File: src/rtl/bus_if_wbuf.sv
`default_nettype none
// ============================================================================
// Module   : bus_if_wbuf
// Purpose  : CPU-side memory interface between the MEM stage, the SPM and the
//            shared bus arbiter. Bus writes are posted into a small FIFO and
//            drained in order ahead of any bus read. A bus access stuck in
//            ACCESS too long is aborted and flagged on bus_err.
// Revision : 1.0 - initial release
// ============================================================================
module bus_if_wbuf #(
    parameter int ADDR_W     = 30,
    parameter int DATA_W     = 32,
    parameter int IDX_MSB    = 29,
    parameter int IDX_LSB    = 27,
    parameter int SPM_INDEX  = 1,
    parameter int WBUF_DEPTH = 4,
    parameter int TIMEOUT    = 255
) (
    input  logic              clk,
    input  logic              reset,
    input  logic              stall,
    input  logic              flush,
    output logic              busy,
    input  logic [ADDR_W-1:0] addr,
    input  logic              as_,
    input  logic              rw,
    input  logic [DATA_W-1:0] wr_data,
    output logic [DATA_W-1:0] rd_data,
    output logic              bus_err,
    output logic              wbuf_empty,
    input  logic [DATA_W-1:0] spm_rd_data,
    output logic [ADDR_W-1:0] spm_addr,
    output logic              spm_as_,
    output logic              spm_rw,
    output logic [DATA_W-1:0] spm_wr_data,
    input  logic [DATA_W-1:0] bus_rd_data,
    input  logic              bus_rdy_,
    input  logic              bus_grnt_,
    output logic              bus_req_,
    output logic [ADDR_W-1:0] bus_addr,
    output logic              bus_as_,
    output logic              bus_rw,
    output logic [DATA_W-1:0] bus_wr_data
);

    localparam int c_PTR_W = $clog2(WBUF_DEPTH);
    localparam int c_CNT_W = c_PTR_W + 1;
    localparam int c_IDX_W = IDX_MSB - IDX_LSB + 1;
    localparam int c_TO_W  = (TIMEOUT < 2) ? 1 : $clog2(TIMEOUT + 1);

    localparam logic [1:0] c_ST_IDLE   = 2'd0;
    localparam logic [1:0] c_ST_REQ    = 2'd1;
    localparam logic [1:0] c_ST_ACCESS = 2'd2;
    localparam logic [1:0] c_ST_STALL  = 2'd3;

    localparam logic c_READ  = 1'b1;
    localparam logic c_WRITE = 1'b0;

    logic [1:0]        state_q, state_d;
    logic              bus_req_q, bus_req_d;
    logic              bus_as_q, bus_as_d;
    logic              bus_rw_q, bus_rw_d;
    logic [ADDR_W-1:0] bus_addr_q, bus_addr_d;
    logic [DATA_W-1:0] bus_wr_data_q, bus_wr_data_d;
    logic              bus_err_q, bus_err_d;
    logic [DATA_W-1:0] rd_buf_q, rd_buf_d;
    logic [c_TO_W-1:0] to_cnt_q, to_cnt_d;
    logic              eng_rd_q, eng_rd_d;
    logic [c_PTR_W-1:0] wr_ptr_q, wr_ptr_d;
    logic [c_PTR_W-1:0] rd_ptr_q, rd_ptr_d;
    logic [c_CNT_W-1:0] cnt_q, cnt_d;

    logic [ADDR_W-1:0] wb_addr_q [WBUF_DEPTH];
    logic [DATA_W-1:0] wb_data_q [WBUF_DEPTH];

    logic w_req, w_local, w_bus_rd_req, w_bus_wr_req;
    logic w_full, w_push, w_pop;
    logic w_rd_active, w_timeout, w_acc_done, w_abort, w_rd_done;

    assign w_req        = ~flush & ~as_;
    assign w_local      = w_req & (addr[IDX_MSB:IDX_LSB] == c_IDX_W'(SPM_INDEX));
    assign w_bus_rd_req = w_req & ~w_local & (rw == c_READ);
    assign w_bus_wr_req = w_req & ~w_local & (rw == c_WRITE);

    // Full is taken from the registered count so a same-cycle pop never frees a slot.
    assign w_full = (cnt_q == c_CNT_W'(WBUF_DEPTH));
    assign w_push = w_bus_wr_req & ~w_full & ~stall;

    // Any non-IDLE state with a read loaded keeps the SPM port off the CPU path.
    assign w_rd_active = eng_rd_q & (state_q != c_ST_IDLE);
    assign w_timeout   = (TIMEOUT != 0) && (to_cnt_q == c_TO_W'(TIMEOUT));
    assign w_acc_done  = (state_q == c_ST_ACCESS) & (~bus_rdy_ | w_timeout);
    assign w_abort     = (state_q == c_ST_ACCESS) & bus_rdy_ & w_timeout;
    assign w_rd_done   = w_acc_done & eng_rd_q;
    assign w_pop       = w_acc_done & ~eng_rd_q;

    assign spm_addr    = addr;
    assign spm_rw      = rw;
    assign spm_wr_data = wr_data;
    assign bus_req_    = bus_req_q;
    assign bus_as_     = bus_as_q;
    assign bus_rw      = bus_rw_q;
    assign bus_addr    = bus_addr_q;
    assign bus_wr_data = bus_wr_data_q;
    assign bus_err     = bus_err_q;
    assign wbuf_empty  = (cnt_q == '0) & ~((state_q != c_ST_IDLE) & ~eng_rd_q);

    // CPU-facing combinational outputs: SPM routing, read data mux and stall request.
    always_comb begin
        rd_data = '0;
        spm_as_ = 1'b1;
        busy    = (w_bus_wr_req & w_full)
                | (w_bus_rd_req & ~w_rd_done & (state_q != c_ST_STALL));
        if (w_local & ~stall & ~w_rd_active) begin
            spm_as_ = 1'b0;
            if (rw == c_READ) begin
                rd_data = spm_rd_data;
            end
        end
        if (state_q == c_ST_STALL) begin
            rd_data = rd_buf_q;
        end else if (w_rd_done & ~w_abort & ~flush) begin
            rd_data = bus_rd_data;
        end
    end

    // Bus engine and write-buffer bookkeeping; buffered writes always go out before a read.
    always_comb begin
        state_d       = state_q;
        bus_req_d     = bus_req_q;
        bus_as_d      = bus_as_q;
        bus_rw_d      = bus_rw_q;
        bus_addr_d    = bus_addr_q;
        bus_wr_data_d = bus_wr_data_q;
        bus_err_d     = 1'b0;
        rd_buf_d      = rd_buf_q;
        to_cnt_d      = to_cnt_q;
        eng_rd_d      = eng_rd_q;
        wr_ptr_d      = w_push ? wr_ptr_q + c_PTR_W'(1) : wr_ptr_q;
        rd_ptr_d      = w_pop  ? rd_ptr_q + c_PTR_W'(1) : rd_ptr_q;
        case ({w_push, w_pop})
            2'b10:   cnt_d = cnt_q + c_CNT_W'(1);
            2'b01:   cnt_d = cnt_q - c_CNT_W'(1);
            default: cnt_d = cnt_q;
        endcase

        case (state_q)
            c_ST_IDLE: begin
                if (cnt_q != '0) begin
                    bus_addr_d    = wb_addr_q[rd_ptr_q];
                    bus_wr_data_d = wb_data_q[rd_ptr_q];
                    bus_rw_d      = c_WRITE;
                    bus_req_d     = 1'b0;
                    eng_rd_d      = 1'b0;
                    state_d       = c_ST_REQ;
                end else if (w_bus_rd_req) begin
                    bus_addr_d    = addr;
                    bus_wr_data_d = '0;
                    bus_rw_d      = c_READ;
                    bus_req_d     = 1'b0;
                    eng_rd_d      = 1'b1;
                    state_d       = c_ST_REQ;
                end
            end
            c_ST_REQ: begin
                if (~bus_grnt_) begin
                    bus_as_d = 1'b0;
                    state_d  = c_ST_ACCESS;
                end
            end
            c_ST_ACCESS: begin
                bus_as_d = 1'b1;
                if (w_acc_done) begin
                    bus_req_d     = 1'b1;
                    bus_addr_d    = '0;
                    bus_wr_data_d = '0;
                    bus_rw_d      = c_READ;
                    to_cnt_d      = '0;
                    bus_err_d     = w_abort;
                    if (eng_rd_q) begin
                        rd_buf_d = w_abort ? '0 : bus_rd_data;
                        // A flushed read must not resurface through the STALL path.
                        state_d  = (stall & ~flush) ? c_ST_STALL : c_ST_IDLE;
                    end else begin
                        state_d  = c_ST_IDLE;
                    end
                end else if (bus_rdy_) begin
                    to_cnt_d = to_cnt_q + c_TO_W'(1);
                end
            end
            default: begin
                if (~stall) begin
                    state_d = c_ST_IDLE;
                end
            end
        endcase
    end

    // Control and bus-master registers with synchronous reset.
    always_ff @(posedge clk) begin
        if (reset) begin
            state_q       <= c_ST_IDLE;
            bus_req_q     <= 1'b1;
            bus_as_q      <= 1'b1;
            bus_rw_q      <= c_READ;
            bus_addr_q    <= '0;
            bus_wr_data_q <= '0;
            bus_err_q     <= 1'b0;
            rd_buf_q      <= '0;
            to_cnt_q      <= '0;
            eng_rd_q      <= 1'b0;
            wr_ptr_q      <= '0;
            rd_ptr_q      <= '0;
            cnt_q         <= '0;
        end else begin
            state_q       <= state_d;
            bus_req_q     <= bus_req_d;
            bus_as_q      <= bus_as_d;
            bus_rw_q      <= bus_rw_d;
            bus_addr_q    <= bus_addr_d;
            bus_wr_data_q <= bus_wr_data_d;
            bus_err_q     <= bus_err_d;
            rd_buf_q      <= rd_buf_d;
            to_cnt_q      <= to_cnt_d;
            eng_rd_q      <= eng_rd_d;
            wr_ptr_q      <= wr_ptr_d;
            rd_ptr_q      <= rd_ptr_d;
            cnt_q         <= cnt_d;
        end
    end

    // Write-buffer storage; contents are don't-care until counted in.
    always_ff @(posedge clk) begin
        if (w_push & ~reset) begin
            wb_addr_q[wr_ptr_q] <= addr;
            wb_data_q[wr_ptr_q] <= wr_data;
        end
    end

endmodule
`default_nettype wire
File: config.mk
export PLATFORM = sky130hd
export DESIGN_NAME = bus_if_wbuf
export DESIGN_NICKNAME = d
export VERILOG_FILES = /design/src/rtl/bus_if_wbuf.sv
export SDC_FILE = /design/constraint.sdc
export NUM_CORES = 1
export LEC_CHECK = 0
export ABC_AREA = 0
export ABC_CLOCK_PERIOD_IN_PS = 7400
export CORE_ASPECT_RATIO = 2
export CORE_MARGIN = 2
export CORE_UTILIZATION = 56
export DETAILED_ROUTE_END_ITERATION = 8
export PLACE_DENSITY = 0.89
export SLEW_MARGIN = 10
export SYNTH_ARGS = -nofsm -noshare
export SYNTH_HDL_FRONTEND = slang
export SYNTH_SLANG_ARGS = --single-unit
File: constraint.sdc
create_clock -name clk -period 7.4 [get_ports clk]
set_input_delay 1.48 -clock clk [delete_from_list [all_inputs] [get_ports clk]]
set_output_delay 1.48 -clock clk [all_outputs]
set_load 0.02 [all_outputs]
==> results of run 1 <==
state kept, by name (all words and copies together), names as in the netlist, 3 cells and up, named ones only:
register / flops
wb_addr_q: 120
bus_addr: 30
wb_data_q: 128
rd_buf_q: 32
bus_wr_data: 32
to_cnt_q: 8
cnt_q: 3
critical path, delay by kind of cell:
kind	cells	cell delay (ps)
buf+inv	3	1620
simple gates	2	920
compound gates	2	340
cells in the mapped netlist (9+ instances only):
cell type | n | share of area [%]
a21oi_1 | 41 | 1.4
a22o_1 | 32 | 1.9
a22oi_1 | 48 | 2.4
buf_2 | 12 | 0.40
buf_4 | 65 | 3.2
clkbuf_1 | 41 | 1.0
dfxtp_1 | 118 | 16
edfxtp_1 | 248 | 49
inv_1 | 22 | 0.55
mux2i_1 | 62 | 4.1
mux4_2 | 62 | 9.3
nand2_1 | 40 | 1.0
nand2b_1 | 47 | 2.0
nor2_1 | 48 | 1.2
nor3_1 | 9 | 0.30
o32ai_2 | 9 | 0.97
report_power, final:
| group | internal (mW) | switching, mW | leakage, nW |
|---|---|---|---|
| Combinational | 0.202 | 0.204 | 2.59 |
| Sequential | 2.21 | 0.0201 | 3.19 |
| Clock | 1.05 | 0.713 | 0.533 |
worst paths after layout:
check | from | to | slack, ps
setup / recovery | addr[27] | rd_data[26] | 1550
hold / removal | rd_buf_q[21]$_SDFFE_PP0P_ | rd_buf_q[21]$_SDFFE_PP0P_ | 480
setup reg to reg | to_cnt_q[0]$_SDFFE_PP0P_ | cnt_q[2]$_SDFFE_PP0P_ | 4630
hold reg to reg | rd_buf_q[21]$_SDFFE_PP0P_ | rd_buf_q[21]$_SDFFE_PP0P_ | 480
per-layer routing:
| metal | GRT usage [%] | vias to the layer above |
|---|---|---|
| li1 | - | 4171 |
| met1 | 29.7 | 4652 |
| met2 | 40.4 | 438 |
| met3 | 3.63 | 40 |
| met4 | 5.38 | 0 |
| met5 | 0 | - |
cell families after synthesis:
logic type | count (synthesis) | share of synthesized area, %
flops | 366 | 65.1
buf+inv | 149 | 5.81
simple gates | 178 | 5.97
xor+xnor | 8 | 0.465
mux | 125 | 13.5
fa+ha+maj | 7 | 0.631
compound gates | 164 | 8.54
area by class of cell:
type | count | area (µm²) | share of cell area (%)
Clock buffer | 37 | 798 | 4.23
Tap cell | 348 | 435 | 2.31
Sequential cell | 366 | 9820 | 52.0
Inverter | 22 | 82.6 | 0.437
Timing Repair Buffer | 306 | 3040 | 16.1
Multi-Input combinational cell | 482 | 4420 | 23.4
Clock inverter | 19 | 304 | 1.61
==> flow_summary.toml, run 1 <==
[outcome]
outcome = "complete, no violations"

[routing]
route.antenna.remaining_nets = 0
drtIter0Drc = 615
wl_met3_mm = 2.55
wl_mm = 32.8
wl_per_cell_um = 20.8
vias_per_cell = 5.89
wl_met2_mm = 17.0
via_count = 9301
highest_layer = "met4"
drt-met1-wl_mm = 12.7
dr.pass1.iters = 5
route.detailed.drc = 0

[final_layout]
diodes = 0
finish.utilization_pct = 70.8
fin_nets = 1349
n_fill_cell = 1670
final_common_cell = "clkdlybuf4s50_1"
mostFrequentLayoutCells = "296 x clkdlybuf4s50_1, 248 x edfxtp_1, 116 x dfxtp_1"
drive_gt1_share_pct = 11.9
area_delta_synth_final_pct = 25.4
stdcell_count = 1580
design_area_um2 = 18900

[placed_design]
gp_congestion = 0.791
port_buffers = 297
post-place-cells = 1524
place_area_um2 = 17800
place_ws_ps = 1600
hpwl_mm = 20.0

[worst_setup_path]
critPathLaunchType = "primary input"
r2r_cells = 10
path_cells = "clkdlybuf4s50_1, nor3b_1, and4_1, buf_4, a22oi_1, a21oi_1, clkdlybuf4s50_1"
crit_type = "primary input to primary output"
arrival_ps = 4370
cp_max_fo = 32
max_stage_delay_ps = 660
worstPathRequired_ps = 5920
cp_slowest_cell = "clkdlybuf4s50_1"
cp_common_cell = "clkdlybuf4s50_1"
setup.worst_path.end_class = "primary output"

[global_route]
grt_usage_pct = 22.9
grt.overflow.total = 0
grt_pass1_wl_mm = 51.2
grt_pass1_vias = 9698
antenna_found_initial = 0
grt_max_degree = 92

[timing]
tightest_slew_ps = 1270
finalClockSkew_ps = 11.7
period_minus_slack_ps = 5850
slew_viol_final = 0
hold_ws_ps = 476
rsz0062_at_grt = "false"
hold_violations = 0
setup_viol = 0
max_freq_mhz = 171
tns_ps = 0
setup_slack_ps = 1550
period_share_pct = 79.1
slew_headroom_pct = 14.7

[power_and_ir_drop]
design_power_total_mw = 4.39
p_leak_nw = 6.31
ir_drop_mv = 0.266
cellPowerDensity_nw_per_um2 = 233

[die]
die_height_um = 236
die_x_um = 120
dieArea_um2 = 28300
rows = 85
initial_core_util_pct = 56.4
pin_count = 298
coreArea_um2 = 26700

[yosys]
synthArstFlopShare_pct = 0
yosysSeqAreaShare_pct = 65.1
yosysWarnings = 0
synth_nets = 1138
synth.distinct_cells = 56
synth_edf_count = 248
syn_area_per_cell_um2 = 15.1
ys.flop_type = "edfxtp_1"
synth-seq-cells = 366
syn_area_um2 = 15100
syn_inst = 997

[clocking]
clk_pin_slew_ps = 60
post-cts-setup-buffer-count = 0
cts_buffer_depth = 3
cts.sinks = 366
cts_tree = "done"
cts_max_level = 1
cts_buffers = 30
cts_resized = 0
clkLatencyLatePin_ps = 560
ctsHoldBuffers = 0
clock-root-buffer = "clkbuf_16"

[worst_hold_path]
whs_path_depth = 1
hold_path_class = "flip-flop to flip-flop"

[run]
max_cap_violations = 0
Note: power is estimated with default switching activity, not from simulation.
==> run 2: changes to the inputs <==
Settings changed: ABC_CLOCK_PERIOD_IN_PS 7400 to 5800, CORE_UTILIZATION 56 to 52, PLACE_DENSITY 0.89 to 0.83.
Clock period 7.4 ns to 5.8 ns, I/O delays scaled along.
==> run 2 against run 1 <==
Count of clock-buffer cells in the layout rose by 4. First-iteration DRC count stayed put. Via count fell by 0.19%. Worst hold slack got worse by 3.9 ps. Register-to-register slack got worse by 1900 ps. Total power up 23%. Combinational power is 27% higher. Non-clock buffer count increased by 3. Clock power rose by 17%. Clock skew is 4.7 ps higher. Worst setup slack lost 900 ps. Routed wire length is essentially flat. Critical endpoint is now rd_data[8].
==> flow_summary.toml, run 2 (synthesis gave the netlist of run 1 again) <==
[worst_setup_path]
cp_common_cell = "clkdlybuf4s50_1"
worstPathRequired_ps = 4640
arrival_ps = 3990
path_cells = "clkdlybuf4s50_1, nor3b_1, and4_1, buf_4, a22oi_1, a21oi_1, clkdlybuf4s50_1"
critPathLaunchType = "primary input"
crit_buf_inv = 3
cp_slowest_cell = "clkdlybuf4s50_1"
max_stage_delay_ps = 650
cp_top_family = "buffers and inverters"
crit_type = "primary input to primary output"
setup.worst_path.end_class = "primary output"
cp_max_fo = 32

[final_layout]
multi_input_area_um2 = 4420
mostFrequentLayoutCells = "296 x clkdlybuf4s50_1, 248 x edfxtp_1, 116 x dfxtp_1"
seq_area_um2 = 9820
area_delta_synth_final_pct = 25.1
largest_reg_flops = 128
largest_register = "wb_data_q"
final_common_cell = "clkdlybuf4s50_1"
reg_top3 = "wb_data_q (128), wb_addr_q (120)"
stdcell_count = 1596
drive_gt1_share_pct = 12.3
n_fill_cell = 2003
fin_nets = 1352

[timing]
tightest_slew_ps = 1150
tns_ps = 0
max_freq_mhz = 194
hold_ws_ps = 472
period_share_pct = 88.8
period_minus_slack_ps = 5150
finalClockSkew_ps = 16.4
setup_viol = 0
slew_headroom_pct = 23.4
hold_violations = 0
slew_viol_final = 0
rsz0062_at_grt = "false"

[routing]
drtIter0Drc = 615
via_count = 9283
vias_per_cell = 5.82
route.antenna.remaining_nets = 0
route.detailed.drc = 0
dr.pass1.iters = 5
wl_per_cell_um = 20.6
wl_mm = 32.8

[global_route]
grt.overflow.total = 0
grt_pass1_vias = 9739
grt_max_degree = 68
grt_pass1_wl_mm = 51.9
grt_usage_pct = 21.2
antenna_found_initial = 1

[clocking]
cts.sinks = 366
cts_tree = "done"
cts_buffer_depth = 3
ctsHoldBuffers = 0
cts_max_level = 1
clk_pin_slew_ps = 70
cts_buffers = 30
clock-root-buffer = "clkbuf_16"
cts_resized = 0
clkLatencyLatePin_ps = 570
post-cts-setup-buffer-count = 0

[power_and_ir_drop]
comb_power_share_pct = 9.5
p_clk_share_pct = 38.1
switching_share_pct = 22.0
ir_drop_mv = 0.302
p_leak_nw = 6.28
cellPowerDensity_nw_per_um2 = 288
p_switching_mw = 1.19
seq_power_share_pct = 52.4
intPower_mw = 4.23

[placed_design]
hpwl_mm = 20.3
port_buffers = 297
post-place-cells = 1539
gp_congestion = 0.879

[die]
initial_core_util_pct = 52.6
coreArea_um2 = 28600
rows = 88
die_height_um = 245
dieArea_um2 = 30400
pin_count = 298
die_x_um = 124

[run]
max_cap_violations = 0

[worst_hold_path]
hold_path_class = "flip-flop to flip-flop"

[outcome]
outcome = "complete, no violations"
-- run 2: cell types whose count changed in the layout (fill, tap and decap cells not counted), sizes merged --
| cell | delta |
|---|---|
| diode | +1 |
| clkinv | -1 |
| bufinv | -5 |
| clkbuf | +4 |
| buf | +3 |
| inv | -1 |
| clkinvlp | +3 |
-- run 2: area by class of cell --
cell class	count	area share [%]
multi-input combinational	482	23.4
inverter	22	0.438
antenna	1	0.0133
sequential	366	52.1
clock buffer	41	4.47
clock inverter	15	0.903
timing repair buffer	309	16.2
tap	360	2.39
-- run 2: path summary, 6_finish.rpt --
path | slack, ps | end | depth (start not counted) | from
worst max-delay path | 650 | rd_data[8] | 7 | addr[27]
worst min-delay path | 470 | bus_addr[1]$_SDFFE_PP0P_ | 2 | bus_addr[1]$_SDFFE_PP0P_
worst max register to register | 2710 | bus_wr_data[27]$_SDFFE_PP0P_ | 5 | cnt_q[0]$_SDFFE_PP0P_
worst min register to register | 470 | bus_addr[1]$_SDFFE_PP0P_ | 2 | bus_addr[1]$_SDFFE_PP0P_
-- run 2: worst min-delay path: cells and delay by family (launching register included) --
family           cells  cell delay [ps]
muxes                1               50
and+or+nand+nor      1               60
DFF                  1              310
-- run 2: power by group through the flow --
stage | clock network [mW] | registers [mW] | logic (mW)
finish | 2.06 | 2.84 | 0.517
global route | 2.20 | 2.84 | 0.548
CTS | 2.11 | 2.84 | 0.520
detailed placement | 0 | 2.90 | 0.517
global placement | 0 | 2.90 | 0.509
floorplan | 0 | 2.92 | 0.264
-- run 2: routing by layer --
metal / track usage [%] / up-vias / wire length (µm) / share of wire, %
li1: - / 4192 / - / -
met1: 26.7 / 4628 / 12900 / 39
met2: 37.6 / 416 / 16900 / 51
met3: 3.49 / 47 / 2300 / 7.0
met4: 6.94 / 0 / 779 / 2.4
met5: 0 / - / 0 / 0
-- run 2: stage by stage --
stage / worst slack, ps / total power [mW] / utilization, % / instance area (µm²)
3_3_place_gp: 790 / 3.41 / 62.3 / 17800
2_1_floorplan: 1970 / 3.18 / - / 15100
5_1_grt: 514 / 5.59 / 65.8 / 18800
3_5_place_dp: 654 / 3.42 / 62.3 / 17800
6_report: 649 / 5.42 / 65.8 / 18800
4_1_cts: 639 / 5.47 / 65.8 / 18800
